==> src/rtl/debug_ram_wr_arbiter.sv <==
// Port-A write sequencer for the debug RAM: round-robin arbitration between requesters
// plus a full-RAM clear sweep, with all writes held off while i_access_en is low.
module debug_ram_wr_arbiter #(
   parameter int unsigned NREQ = 2,
   parameter int unsigned AW   = 10,
   parameter int unsigned DW   = 8
) (
   input  logic                      i_clk,
   input  logic                      i_rst,
   input  logic [NREQ-1:0]           i_req_valid,
   input  logic [NREQ*AW-1:0]        i_req_addr,
   input  logic [NREQ*DW-1:0]        i_req_data,
   output logic [NREQ-1:0]           o_req_ready,
   input  logic                      i_clear_start,
   input  logic                      i_access_en,
   output logic                      o_clear_busy,
   output logic [$clog2(NREQ)-1:0]   o_grant_id,
   output logic                      o_ram_en_a,
   output logic [AW-1:0]             o_ram_addr_a,
   output logic [DW-1:0]             o_ram_data_a
);

   localparam int unsigned GW = $clog2(NREQ);

   typedef enum logic {
      StIdle,
      StClear
   } state_e;

   state_e        r_state;
   logic [GW-1:0] r_ptr;
   logic [AW-1:0] r_cnt;

   logic          w_arb_en;
   logic          w_found;
   logic [GW-1:0] w_sel;
   logic [GW-1:0] w_ptr_nxt;
   logic [AW-1:0] w_sel_addr;
   logic [DW-1:0] w_sel_data;

   // clear_start wins over arbitration even when access_en is low
   assign w_arb_en = (r_state == StIdle) && i_access_en && !i_clear_start;

   // Round-robin scan: first pass covers indices >= ptr, second pass wraps to the rest
   always_comb begin
      w_found = 1'b0;
      w_sel   = '0;
      for (int i = 0; i < NREQ; i++) begin
         if (w_arb_en && !w_found && i_req_valid[i] && (GW'(i) >= r_ptr)) begin
            w_found = 1'b1;
            w_sel   = GW'(i);
         end
      end
      for (int i = 0; i < NREQ; i++) begin
         if (w_arb_en && !w_found && i_req_valid[i]) begin
            w_found = 1'b1;
            w_sel   = GW'(i);
         end
      end
   end

   always_comb begin
      o_req_ready = '0;
      w_sel_addr  = '0;
      w_sel_data  = '0;
      for (int i = 0; i < NREQ; i++) begin
         if (w_found && (w_sel == GW'(i))) begin
            o_req_ready[i] = 1'b1;
            w_sel_addr     = i_req_addr[i*AW +: AW];
            w_sel_data     = i_req_data[i*DW +: DW];
         end
      end
   end

   // Explicit wrap so non-power-of-two NREQ cycles correctly
   assign w_ptr_nxt = (w_sel == GW'(NREQ - 1)) ? '0 : w_sel + 1'b1;

   always_ff @(posedge i_clk) begin
      if (i_rst) begin
         r_state      <= StIdle;
         r_ptr        <= '0;
         r_cnt        <= '0;
         o_clear_busy <= 1'b0;
         o_grant_id   <= '0;
         o_ram_en_a   <= 1'b0;
         o_ram_addr_a <= '0;
         o_ram_data_a <= '0;
      end else begin
         unique case (r_state)
            StIdle: begin
               if (i_clear_start) begin
                  r_state      <= StClear;
                  r_cnt        <= '0;
                  o_clear_busy <= 1'b1;
                  o_ram_en_a   <= 1'b0;
               end else if (w_found) begin
                  o_ram_en_a   <= 1'b1;
                  o_ram_addr_a <= w_sel_addr;
                  o_ram_data_a <= w_sel_data;
                  o_grant_id   <= w_sel;
                  r_ptr        <= w_ptr_nxt;
               end else begin
                  o_ram_en_a   <= 1'b0;
               end
            end
            StClear: begin
               if (i_access_en) begin
                  o_ram_en_a   <= 1'b1;
                  o_ram_addr_a <= r_cnt;
                  o_ram_data_a <= '0;
                  r_cnt        <= r_cnt + 1'b1;
                  if (r_cnt == '1) begin
                     r_state      <= StIdle;
                     o_clear_busy <= 1'b0;
                  end
               end else begin
                  o_ram_en_a   <= 1'b0;
               end
            end
            default: begin
               r_state    <= StIdle;
               o_ram_en_a <= 1'b0;
            end
         endcase
      end
   end

endmodule

==> config.mk <==
export PLATFORM = sky130hd
export DESIGN_NAME = debug_ram_wr_arbiter
export DESIGN_NICKNAME = d
export VERILOG_FILES = /design/src/rtl/debug_ram_wr_arbiter.sv
export SDC_FILE = /design/constraint.sdc
export NUM_CORES = 1
export LEC_CHECK = 0
export BUFFER_PORTS_ARGS = -buffer_cell sky130_fd_sc_hd__buf_2
export CAP_MARGIN = 20
export CORE_MARGIN = 4
export CORE_UTILIZATION = 35
export CTS_BUF_LIST = sky130_fd_sc_hd__clkbuf_8
export DETAILED_ROUTE_END_ITERATION = 16
export PLACE_DENSITY = 0.63
export SYNTH_ARGS = -nofsm -noshare
export SYNTH_HDL_FRONTEND = slang
export SYNTH_SLANG_ARGS = --single-unit
==> constraint.sdc <==
create_clock -name i_clk -period 3.05 [get_ports i_clk]
set_input_delay 0.305 -clock i_clk [delete_from_list [all_inputs] [get_ports i_clk]]
set_output_delay 0.305 -clock i_clk [all_outputs]
set_load 0.01 [all_outputs]
# Yosys cells after proc, flatten, opt, wreduce, memory -nomap -nowiden

Index checks and enable logic that the tools add are counted.

Register bits after elaboration: 33
Input port bits: 42
Output and inout port bits: 23
Logic and storage cells: 79

Bitwise logic cells: 3
Mux-type cells: 37
Reductions and logical operators: 21
Equal/unequal tests: 6
$add $sub $neg: 2
$lt $le $gt $ge: 2

Operators with widths:

| cell                                                    | count |
|---|---|
| 2-to-1 mux 10 bit                                       | 7 |
| 2-to-1 mux 8 bit                                        | 5 |
| one-hot mux 10 bit (2 select lines)                     | 2 |
| 2-to-1 mux 1 bit                                        | 19 |
| one-hot mux 8 bit (2 select lines)                      | 1 |
| logical AND 1 bit                                       | 13 |
| adder 10 x 1 -> 10 bit, second input constant           | 1 |
| equality test 10 bit, second input constant             | 1 |
| AND reduction 3 bit                                     | 3 |
| inequality test 2 bit, second input constant            | 4 |
| one-hot mux 1 bit (2 select lines)                      | 3 |
| logical NOT 1 bit                                       | 4 |
| NOT 1 bit                                               | 3 |
| greater-or-equal comparator 1 bit, first input constant | 2 |
| inequality test 2 x 1 -> 1 bit, second input constant   | 1 |
| AND reduction 2 bit                                     | 1 |
| adder 1 bit, second input constant                      | 1 |

# Longest topological paths before layout

Depth in word-level cells: 26
Mapped depth: 7
Depth with buffers taken out: 5

# Worst setup path before layout

OpenSTA, ideal clock, no wires.

Path type: reg2reg
Start point: register r_state
End point: register o_ram_data_a[1]
Buffers on the path: 3
Clock period less this slack: 1,470 ps
Slack: 1,580 ps
Library setup time: 124 ps
Cell stages (with the launch flop): 8
Data arrival time: 1,345 ps
Required time: 2,926 ps
Path through: dfxtp_1 -> buf_6 -> nor3b_2 -> and3_2 -> buf_6 -> buf_12 -> mux2i_1 -> o2bb2ai_1

Longest elaborated chain between the ends: 26
Elaborated cells between the ends (all ways): 34
Those cells by class: 3 x eq/ne; 12 x mux; 2 x bitwise; 17 x reduce/logical

RTL lines:

| item                               | line | source |
|---|---|---|
| start, declared                    | 30   | `state_e r_state;` |
| start signal, assigned             | 80   | `r_state <= StIdle;` |
| start signal, assigned             | 92   | `r_state <= StClear;` |
| start signal, assigned             | 113  | `r_state <= StIdle;` |
| NOT 1 bit (no line)                | --   |  |
| logical AND 1 bit (2 in series)    | 42   | `assign w_arb_en = (r_state == StIdle) && i_access_en && !i_clear_start;` |
| logical AND 1 bit (2 in series)    | 49   | `if (w_arb_en && !w_found && i_req_valid[i] && (GW'(i) >= r_ptr)) begin` |
| 2-to-1 mux 1 bit                   | 49   |  |
| logical NOT 1 bit                  | 49   |  |
| logical AND 1 bit (3 in series)    | 49   |  |
| 2-to-1 mux 1 bit                   | 49   |  |
| logical NOT 1 bit                  | 55   | `if (w_arb_en && !w_found && i_req_valid[i]) begin` |
| [4 not listed]                     | --   |  |
| logical AND 1 bit (2 in series)    | 55   |  |
| 2-to-1 mux 1 bit                   | 55   |  |
| NOT 1 bit                          | 67   | `if (w_found && (w_sel == GW'(i))) begin` |
| logical AND 1 bit                  | 67   |  |
| 2-to-1 mux 8 bit (2 in series)     | 67   |  |
| 2-to-1 mux 8 bit                   | 96   | `end else if (w_found) begin` |
| 2-to-1 mux 8 bit                   | 91   | `if (i_clear_start) begin` |
| one-hot mux 8 bit (2 select lines) | 89   | `unique case (r_state)` |
| end signal, assigned               | 99   | `o_ram_data_a <= w_sel_data;` |
| end, declared                      | 20   | `output logic [DW-1:0] o_ram_data_a` |

Parallel ways exist; a longest one is shown, timed or not. The select of a mux whose other input is x is not followed.
A chain may end at the register's enable or synchronous reset.

# Worst setup path after layout

Start point: register r_state
End point: output o_req_ready[1]

Longest elaborated chain between the ends: 21
Elaborated cells between the ends (all ways): 24
Those cells by class: 8 x mux; 1 x bitwise; 15 x reduce/logical

RTL lines:

| item                              | line | source |
|---|---|---|
| NOT 1 bit (no line) *             | --   |  |
| logical AND 1 bit * (2 in series) | 42   |  |
| logical AND 1 bit (2 in series)   | 49   |  |
| 2-to-1 mux 1 bit                  | 49   |  |
| logical NOT 1 bit                 | 49   |  |
| logical AND 1 bit (3 in series)   | 49   |  |
| 2-to-1 mux 1 bit                  | 49   |  |
| logical NOT 1 bit                 | 55   |  |
| logical AND 1 bit (2 in series)   | 55   |  |
| 2-to-1 mux 1 bit                  | 55   |  |
| logical NOT 1 bit                 | 55   |  |
| logical AND 1 bit (2 in series)   | 55   |  |
| 2-to-1 mux 1 bit                  | 55   |  |
| logical AND 1 bit *               | 67   |  |
| 2-to-1 mux 1 bit *                | 67   |  |
| end, declared                     | 13   | `output logic [NREQ-1:0] o_req_ready,` |

Every way passes the cells marked *; elsewhere a longest branch is shown, timed or not.

==> flow_summary.ini <==
[global_routing]
antenna_found_initial = 0
overflow = 0
grt.total_usage_pct = 14.6
grt_pass1_wl_mm = 7.07
grt_pass1_vias = 1493
grt_max_degree = 32

[power]
power_density_mw_per_mm2 = 453
power_frac_seq_pct = 47.6
fin_total_pwr_uw = 955
p_switching_uw = 243
pwr-share-comb_pct = 14.5
p_int_uw = 712
vdd_ir_drop_max_uv = 138
total_leakage_power_nw = 0.891
switching_share_pct = 25.4
power_frac_clock_pct = 37.9

[yosys]
netlist_area_mm2 = 0.00169
syn_nets = 210
yosys_warnings = 0
syn_inst = 167
avgSynthCellArea_um2 = 10.1
synth_edf_count = 0
synth.distinct_cells = 44
synth_ff_type = dfxtp_1
ys_seq_elements = 33
synth_most_common_cell = dfxtp_1
yosysSeqAreaShare_pct = 39.0
async_flop_share_pct = 0
synthTopCellsByArea = dfxtp_1 (39%), o41ai_2 (7.7%), mux2i_1 (5.3%), a221oi_2 (5.3%), nor2b_1 (4.4%)
ys_top_cells_by_count = dfxtp_1 (33), nor2b_1 (12), nor2_1 (11), mux2i_1 (9)
yosys.area.top_type = dfxtp_1
synth_top_area_share_pct = 39.0

[placed_design]
port_buffers = 64
dp_hpwl_mm = 3.10
place_area_mm2 = 0.00201
gp_congestion = 0.773

[sta]
fin_skew_ps = 4.68
finalCriticalPeriod_ps = 2040
setup_violations = 0
rsz0062_at_grt = false
finalHoldViolations = 0
holdWs_ps = 277
slew_headroom_pct = 47.2
final_max_slew_viol_count = 0
tightest_slew_ps = 771
finalCritPeriodShare_pct = 67.0
max_freq_mhz = 489
fin_setup_tns_ps = 0

[route]
routed_wl_mm = 4.21
vias = 1466
antenna_left = 0
first_pass_iters = 4
drtIter0Drc = 87
wl_per_cell_um = 14.9
viasPerCell = 5.20
drc = 0

[final_layout]
synthToLayoutAreaGrowth_pct = 24.5
drive_above_1_share_pct = 40.8
design_area_mm2 = 0.00211
utilization_pct = 44.9
nets = 270
fill_cells = 451
antenna_cells = 0
multiInputGateArea_um2 = 940
seqCellArea_um2 = 661

[cts]
clkTransAtPathRegs_ps = 60
clock_sinks = 33
post_cts_resized = 0
clockRootBuffer = clkbuf_8
postCtsHoldBufs = 0
post_cts_buffers = 0
cts-htree-levels = 2
numCtsBuffers = 5
cts_buffer_depth = 2
cts_tree = yes
clock_latency_ps = 290

[floorplanning]
row_count = 25
initial_core_util_pct = 36.1
core_area_mm2 = 0.00469
die_h_um = 77.5
die_area_mm2 = 0.00601
die_x_um = 77.5
ios = 65

[worst_setup_path]
cp-start-kind = flop
arrival_ps = 1740
cp.required_ps = 2740
crit_type = reg -> out
crit_path_end_kind = output pin
cp_max_fo = 21

[min_path]
min-delay-path-class = in -> reg

[job]
cap_violations = 0

[outcome]
status = completed
[power groups by stage]
| stage | logic [mW] | registers (mW) | clock network [mW] |
|---|---|---|---|
| 2_1_floorplan | 0.0814 | 0.469 | 0 |
| 6_report | 0.138 | 0.455 | 0.362 |
| 5_1_grt | 0.154 | 0.457 | 0.385 |
| 3_5_place_dp | 0.140 | 0.465 | 0 |
| 3_3_place_gp | 0.138 | 0.465 | 0 |
| 4_1_cts | 0.140 | 0.455 | 0.371 |
[worst max-delay path: stages (launching register included)]
cell and delay, ps:
dfxtp_1 360, nor3b_2 240, and3_2 600, buf_2 240
[layout make-up]
cell class | instances | share of cell area, %
Timing Repair Buffer | 66 | 15.9
Clock inverter | 1 | 0.237
Tap cell | 54 | 3.20
Inverter | 1 | 0.178
Sequential cell | 33 | 31.3
Multi-Input combinational cell | 120 | 44.6
Clock buffer | 7 | 4.57
[routing by layer]
layer,share of wire [%],GRT usage [%]
met1,47,18.8
met2,47,23.6
met3,4.2,2.67
met4,1.9,6.58
met5,0,0
[logic make-up after synthesis]
group           count (synthesis)  share of synthesized area, %
buf+inv                        14                          5.47
fa+ha+maj                       1                         0.739
mux                             9                          5.32
xor+xnor                        3                          1.55
compound gates                 49                          27.8
simple gates                   58                          20.1
flops                          33                          39.0
[registers in the layout, summed over array words and instances, names as in the netlist]
name and count:
o_grant_id 1, r_state 1, o_ram_en_a 1, o_ram_data_a 8, o_ram_addr_a 10, o_clear_busy 1, r_ptr 1, r_cnt 10
[final timing paths]
kind                   start               to  slack, ps  cells past startpoint
max                  r_state   o_req_ready[1]       1010                      3
min            i_clear_start          r_state        280                      2
max reg2reg          r_state         r_cnt[8]       1120                      5
min reg2reg  o_ram_data_a[4]  o_ram_data_a[4]        470                      1
[metrics by stage]
| stage | cells | setup WS (ps) |
|---|---|---|
| after floorplan | 167 | 1580 |
| after global placement | 274 | 1160 |
| after detailed placement | 274 | 1160 |
| after CTS | 282 | 998 |
| after global routing | 282 | 859 |
| final | 282 | 1010 |
[cell usage in the layout (no fill, tap or decap), types with 4 or more instances in the layout]
cell / count
a21oi_1: 7
a221oi_2: 6
buf_2: 64
clkbuf_8: 7
dfxtp_1: 33
mux2i_1: 9
nand2_1: 6
nand3b_1: 8
nor2_1: 11
nor2b_1: 12
o2bb2ai_1: 8
o41ai_2: 8
or3_1: 4
No activity file was read; power rests on OpenSTA's default activity.
